**config.mk**
```make
export PLATFORM = sky130hd
export DESIGN_NAME = arbiter_pop_stage
export DESIGN_NICKNAME = d
export VERILOG_FILES = /design/src/rtl/arbiter_pop_stage.sv
export SDC_FILE = /design/constraint.sdc
export NUM_CORES = 1
export LEC_CHECK = 0
export CORE_UTILIZATION = 46
export CTS_BUF_LIST = sky130_fd_sc_hd__clkbuf_8
export DETAILED_ROUTE_END_ITERATION = 10
export PLACE_DENSITY = 0.94
export SLEW_MARGIN = 25
export SYNTH_ARGS = -nofsm -noshare
export SYNTH_HDL_FRONTEND = slang
export SYNTH_SLANG_ARGS = --single-unit
```
**constraint.sdc**
```tcl
create_clock -name clk -period 3.35 [get_ports clk]
set_input_delay 0.67 -clock clk [delete_from_list [all_inputs] [get_ports clk]]
set_output_delay 0.67 -clock clk [all_outputs]
set_load 0.005 [all_outputs]
```
**src/rtl/arbiter_pop_stage.sv**
```systemverilog
// arbiter_pop_stage: pops one word per cycle from the FIFO picked by the
// weighted round-robin arbiter, tags it with its source queue and holds it
// in a 2-entry valid/ready output buffer. arb_advance tells the arbiter a
// word was really consumed, so its weight counters only move on real pops.
module arbiter_pop_stage #(
  parameter int QUEUE_QUANTITY = 4,
  parameter int DATA_BITS      = 8,
  parameter int BUF_WIDTH      = 3,
  parameter int CNT_BITS       = 16,
  localparam int SEL_BITS      = $clog2(QUEUE_QUANTITY)
) (
  input  logic                              clk,
  input  logic                              rst,
  input  logic                              enb,
  input  logic [SEL_BITS-1:0]               selector,
  input  logic                              selector_enb,
  input  logic [QUEUE_QUANTITY-1:0]         buf_empty,
  input  logic [QUEUE_QUANTITY*DATA_BITS-1:0] fifo_data,
  output logic [QUEUE_QUANTITY-1:0]         pop,
  output logic                              arb_advance,
  output logic [DATA_BITS-1:0]              data_out,
  output logic [SEL_BITS-1:0]               src_out,
  output logic                              valid_out,
  input  logic                              ready_in,
  output logic [CNT_BITS-1:0]               total_pops,
  output logic                              underflow_err
);

  logic [DATA_BITS-1:0] r_mem_data [2];
  logic [SEL_BITS-1:0]  r_mem_src  [2];
  logic                 r_wptr;
  logic                 r_rptr;
  logic [1:0]           r_occ;
  logic [CNT_BITS-1:0]  r_total;
  logic                 r_underflow;

  logic                 w_sel_empty;
  logic                 w_req;
  logic                 w_take;
  logic                 w_drain;
  logic [DATA_BITS-1:0] w_word;
  logic [QUEUE_QUANTITY-1:0] w_pop;
  logic                 w_unused_cfg;

  // FIFO counter width only matters to the FIFO bank, not to this stage.
  assign w_unused_cfg = (BUF_WIDTH > 0);

  assign w_sel_empty = buf_empty[selector];
  assign w_req       = enb & selector_enb;
  // Full buffer blocks the pop even if a drain happens this cycle, so
  // ready_in never reaches pop combinationally. Reset forces pop low.
  assign w_take      = rst & w_req & ~w_sel_empty & (r_occ != 2'd2);
  assign w_drain     = valid_out & ready_in;

  // Select the show-ahead head word of the chosen queue.
  always_comb begin
    w_word = '0;
    for (int i = 0; i < QUEUE_QUANTITY; i++) begin
      if (selector == SEL_BITS'(i)) w_word = fifo_data[i*DATA_BITS +: DATA_BITS];
    end
  end

  // One-hot read strobe toward the FIFO bank.
  always_comb begin
    w_pop = '0;
    if (w_take) w_pop[selector] = 1'b1;
  end

  assign pop         = w_pop;
  assign arb_advance = w_take;

  // Output buffer storage and write pointer.
  always_ff @(posedge clk or negedge rst) begin
    if (!rst) begin
      r_mem_data[0] <= '0;
      r_mem_data[1] <= '0;
      r_mem_src[0]  <= '0;
      r_mem_src[1]  <= '0;
      r_wptr        <= 1'b0;
    end else if (w_take) begin
      r_mem_data[r_wptr] <= w_word;
      r_mem_src[r_wptr]  <= selector;
      r_wptr             <= ~r_wptr;
    end
  end

  // Read pointer and occupancy; simultaneous push and drain cancel out.
  always_ff @(posedge clk or negedge rst) begin
    if (!rst) begin
      r_rptr <= 1'b0;
      r_occ  <= 2'd0;
    end else begin
      if (w_drain) r_rptr <= ~r_rptr;
      case ({w_take, w_drain})
        2'b10:   r_occ <= r_occ + 2'd1;
        2'b01:   r_occ <= r_occ - 2'd1;
        default: r_occ <= r_occ;
      endcase
    end
  end

  // Free-running pop counter (wraps) and sticky empty-queue selection flag.
  always_ff @(posedge clk or negedge rst) begin
    if (!rst) begin
      r_total     <= '0;
      r_underflow <= 1'b0;
    end else begin
      if (w_take) r_total <= r_total + CNT_BITS'(1);
      if (w_req & w_sel_empty) r_underflow <= 1'b1;
    end
  end

  assign valid_out     = (r_occ != 2'd0);
  assign data_out      = valid_out ? r_mem_data[r_rptr] : '0;
  assign src_out       = valid_out ? r_mem_src[r_rptr] : '0;
  assign total_pops    = r_total;
  assign underflow_err = r_underflow;

endmodule

```
# Yosys cells after proc, flatten, opt, wreduce, memory -nomap -nowiden
# Index checks and enable logic that the tools add are counted.
# classes
add_sub_neg,3
n_lt_le_gt_ge,5
eq_ne,6
mux,24
n_bitwise,11
reduce_logical,5
# op_table
operator,n
$mux 8,9
$add 16x1->16 const B,1
$bwmux 16,1
$mux 2,5
$demux 8 s1,1
$and 1x1->1,6
$eq 2x2->1 const B,3
$bwmux 4,1
$eq 2x1->1 const B,2
$ge 2x2->1 const B,2
$mux 4,1
$not 1->2,2
$pmux 2 s2,1
$reduce_bool 2->1,2
$lt 2x3->1 const B,1
$not 1->1,3
$add 2x1->2 const B,1
$bmux 1 s2,1
$demux 1 s2,1
$demux 2 s1,1
$ge 2x1->1 const B,1
$logic_and 1x1->1,2
$logic_not 2->1,1
$lt 2x1->1 const B,1
3 further kinds,4
# totals
regBits,41
inputBits,43
output_inout_bits,33
elab_cells,63

# Depth between registers and ports, before layout
# logic_depth
ltp_word,7
ltp_mapped,8
depth_no_buf,6

# Worst setup path before layout
# No wires, ideal clock.
# synth_timing
kind,input to output
from,in selector[0]
to,out pop[1]
t_arrival_ns,2.306
required_ns,2.680
setup_slack_ns,0.374
cell_stages,7
path_buffers,2
cell_sequence,buf_6 > mux4_2 > or4b_4 > inv_2 > buf_4 > nand2_1 > nor2_1
# synth_via
elab_chain_len,6
elab_cells_between_ends,11
classes_between,2 x order compare; 5 x mux; 3 x bitwise; 1 x reduce/logical
# synth_lines
element,line_no,source
start: declaration,15,"input logic [SEL_BITS-1:0] selector,"
$bmux 1 s2,48,assign w_sel_empty = buf_empty[selector];
$mux 1 (implied by the code),48,
$not 1->1,52,assign w_take = rst & w_req & ~w_sel_empty & (r_occ != 2'd2);
$and 1x1->1 (2 in a row),52,
net arb_advance,20,"output logic arb_advance,"
$mux 4,66,if (w_take) w_pop[selector] = 1'b1;
end: declaration,19,"output logic [QUEUE_QUANTITY-1:0] pop,"
# The timed path passes the listed nets, and every way through them passes these cells. The select of a mux whose other input is x is not followed.

# Worst setup path in the final report
# layout_timing
from,in buf_empty[3]
to,out pop[2]
# layout_via
elab_chain_len,6
# layout_lines
element,line_no,source
start: declaration,17,"input logic [QUEUE_QUANTITY-1:0] buf_empty,"
$bmux 1 s2,48,
$mux 1 (implied by the code),48,
$not 1->1,52,
$and 1x1->1 (2 in a row),52,
$mux 4,66,
# Every way passes these cells. The select of a mux whose other input is x is not followed.

==> impl_metrics.toml <==
[outcome]
run_status = "completed"

[timing]
whs_ns = 0.4622
crit_share_post_route = 0.9964
finClkSkew_ns = 0.006743
min_clock_period_post_route_ns = 3.338
tns_ns = 0
worst-slew-pin-transition_ns = 0.6375
timing.final.max_slew_violations = 0
finalSetupViolations = 0
max_freq_ghz = 0.2996
headroom_to_the_max_slew_limit = 0.5750
hold_viol_final = 0

[die]
core-area_mm2 = 0.004354
die_outline_area_mm2 = 0.004821
floorplan.rows = 24
design.portCount = 76
dieHeight_um = 69.44
start_util = 0.4805
die_x_um = 69.44

[worst_setup_path]
critical_path.reg2reg.startpoint = "r_occ[1]"
critPathBufInv = 3
rr_endpoint = "r_occ[1]"
critical_path_peak_fanout = 3
worstPathCellList = "clkdlybuf4s50_1 -> mux4_2 -> or4b_4 -> buf_6 -> nor3b_2 -> buf_2"
startpoint_type = "input port"
gate_family_responsible_for_the_most_delay_along_the_worst_path = "simple AND/OR/NAND/NOR gates"
slowest_delay_ns = 0.61
ff2ff_path_depth = 7
critical_path_arrival_ns = 2.67
slowest_cell_on_the_critical_path = "or4b_4"
regToRegSetupSlack_ns = 1.24
timing_worst_setup_path_type = "in -> out"
end_kind = "primary output"
timing.critical_path.required_ns = 2.68

[clocking]
clock-root-buffer = "clkbuf_8"
clkLatencyLatePin_ns = 0.29
cts.sinks = 41
cts_tree = "yes"
htreeDepth = 2
cts-root-to-sink-buffers = 2
post_cts_hold_buffer_count = 0
path_clk_slew_ns = 0.08
cts_buffers = 5

[routing]
detail_route.drc_violations = 0
detail_route.iter0.violations = 70
viasPerCell = 5.359
finalWirelength_um = 4906
route.antenna.remaining_nets = 0
routedWlPerCell_um = 16.30
firstDrtPassIters = 4
route.vias.total = 1613

[global_route]
first_pass_grt_wire_length_um = 8259
pin_count_of_the_biggest_net_entering_global_routing = 42
grt.total_usage = 0.2191
overflow = 0
grt_antenna_before_repair = 0
vias_in_the_first_global_route = 1694

[synth]
synth.ff_latch_count = 41
synth.yosys.warnings = 0
syn_area_mm2 = 0.002092
synth_top_cell_by_area = "dfrtp_1"
ys.flop_type = "dfrtp_1"
seq_area_frac_synth = 0.4904
synthesis.nets = 208
syn-instance-count = 163
number_of_flops_mapped_to_enable_cells_by_yosys = 0
asyncSetResetFlopFracSynth = 1.000
synth_cell_type_count = 27
yosys-top-cells-area = "dfrtp_1 (49%), mux2_2 (10%), mux4_2 (9.7%), xnor2_1 (6.3%), mux2i_1 (4.8%)"
synthDominantCellAreaShare = 0.4904
syn_avg_cell_area_um2 = 12.83

[pwr]
leakagePower_uw = 0.001350
power_density_mw_per_mm2 = 625.6
peak_ir_drop_on_the_vdd_network_v = 0.0003638
p_total_uw = 1912

[placement]
place_congestion = 0.6867
place_hpwl_um = 3497
place.port_buffers = 75
place_inst = 289

[layout]
finish.net_count = 293
area_growth_syn_to_layout_pct = 46.11
fin_cells = 301
antennaDiodeCount = 0
layout_cells_sized_above_1 = 0.2289

[min_path]
min-delay-path-class = "in -> async"

[run]
drv.max_cap_violation_count = 0
==> worst reg2reg max path: cells and delay by family (launching register included) <==
family / cells / cell delay (ns)
flip-flops: 1 / 0.40
XOR/XNOR: 1 / 0.16
adder cells (fa/ha/maj): 1 / 0.33
buffers and inverters: 2 / 0.33
AND/OR/NAND/NOR: 3 / 0.82
==> sequential cells by signal, summed over array words and instances (netlist names) <==
| register | cells |
|---|---|
| r_mem_src | 4 |
| underflow_err | 1 |
| r_occ | 2 |
| r_rptr | 1 |
| total_pops | 16 |
| r_mem_data | 16 |
| r_wptr | 1 |
==> cells in the final DEF (no fill, tap or decap), types with 3 or more instances in the layout <==
cell / Yosys / final
buf_2: 0 / 4
clkdlybuf4s50_1: 0 / 67
nand2_1: 9 / 9
dfrtp_1: 41 / 41
and3_1: 3 / 3
nand3_1: 7 / 7
nor2_1: 16 / 16
mux2_2: 19 / 19
dlygate4sd2_1: 0 / 3
buf_4: 1 / 8
xnor2_1: 15 / 15
mux4_2: 9 / 9
xor2_1: 5 / 5
clkbuf_8: 0 / 6
mux2i_1: 10 / 10
nand4_1: 5 / 5
==> timing repair <==
| action | in CTS | in global routing |
|---|---|---|
| resized for setup | 15 | 6 |
| pin swaps | 1 | 2 |
| buffers inserted | 4 | 0 |
| endpoints found under the setup margin | 5 | 3 |
==> through the flow <==
step                        util  setup WS, ns  area [um2]
after floorplan                -        0.3739        2092
after global placement    0.6667       -0.4013        2903
after detailed placement  0.6667       -0.4859        2903
after CTS                 0.7014      -0.03605        3054
after global routing      0.7020      -0.01336        3057
final                     0.7020       0.01223        3057
==> synth_stat cells, types with 3 or more instances <==
cell,instances
xor2_1,5
nor2_1,16
dfrtp_1,41
xnor2_1,15
nand3_1,7
mux2i_1,10
and3_1,3
mux4_2,9
nand2_1,9
mux2_2,19
nor3_1,3
clkbuf_1,3
nand4_1,5
==> logic make-up (layout without fill, tap and decap cells) <==
kind of cell | after synthesis | in the layout | synth area share
buffers and inverters | 9 | 95 | 0.02511
AOI/OAI and AO/OA | 1 | 1 | 0.004187
adders and majority gates | 2 | 2 | 0.01196
and+or+nand+nor | 51 | 51 | 0.1322
DFF | 41 | 41 | 0.4904
muxes | 39 | 39 | 0.2524
xor gates and xnor gates | 20 | 20 | 0.08373
==> report_power, final <==
part           internal, uW  total [uW]  switching (uW)  leakage (uW)
Sequential              651         794             143      0.000523
Clock                   242         411             169     0.0000574
Combinational           464         707             243      0.000770
==> area by class of cell <==
type	instances	area, um2
clock buffer	6	82.58
clock inverter	2	37.54
fill	333	1297
inverter	2	10.01
multi-input combinational	113	1023
sequential	41	1026
tap	52	65.06
timing repair buffer	85	812.0
==> how the worst max path moves through the flow <==
stage                  from  endpoint  slack [ns]  cells past startpoint
3_3_place_gp    selector[0]    pop[3]       -0.40                      6
6_report       buf_empty[3]    pop[2]        0.01                      6
4_1_cts        buf_empty[3]    pop[1]       -0.04                      8
2_1_floorplan   selector[0]    pop[1]        0.37                      7
5_1_grt        buf_empty[3]    pop[2]       -0.01                      6
3_5_place_dp    selector[0]    pop[1]       -0.49                      7
==> per-layer routing <==
layer	share of wire	GRT usage	routed length, um
met1	0.43	0.2950	2114
met3	0.065	0.05814	319
met4	0.0051	0.04082	25
met2	0.50	0.3614	2446
met5	0	0	0
No activity file was read; power rests on OpenSTA's default activity.
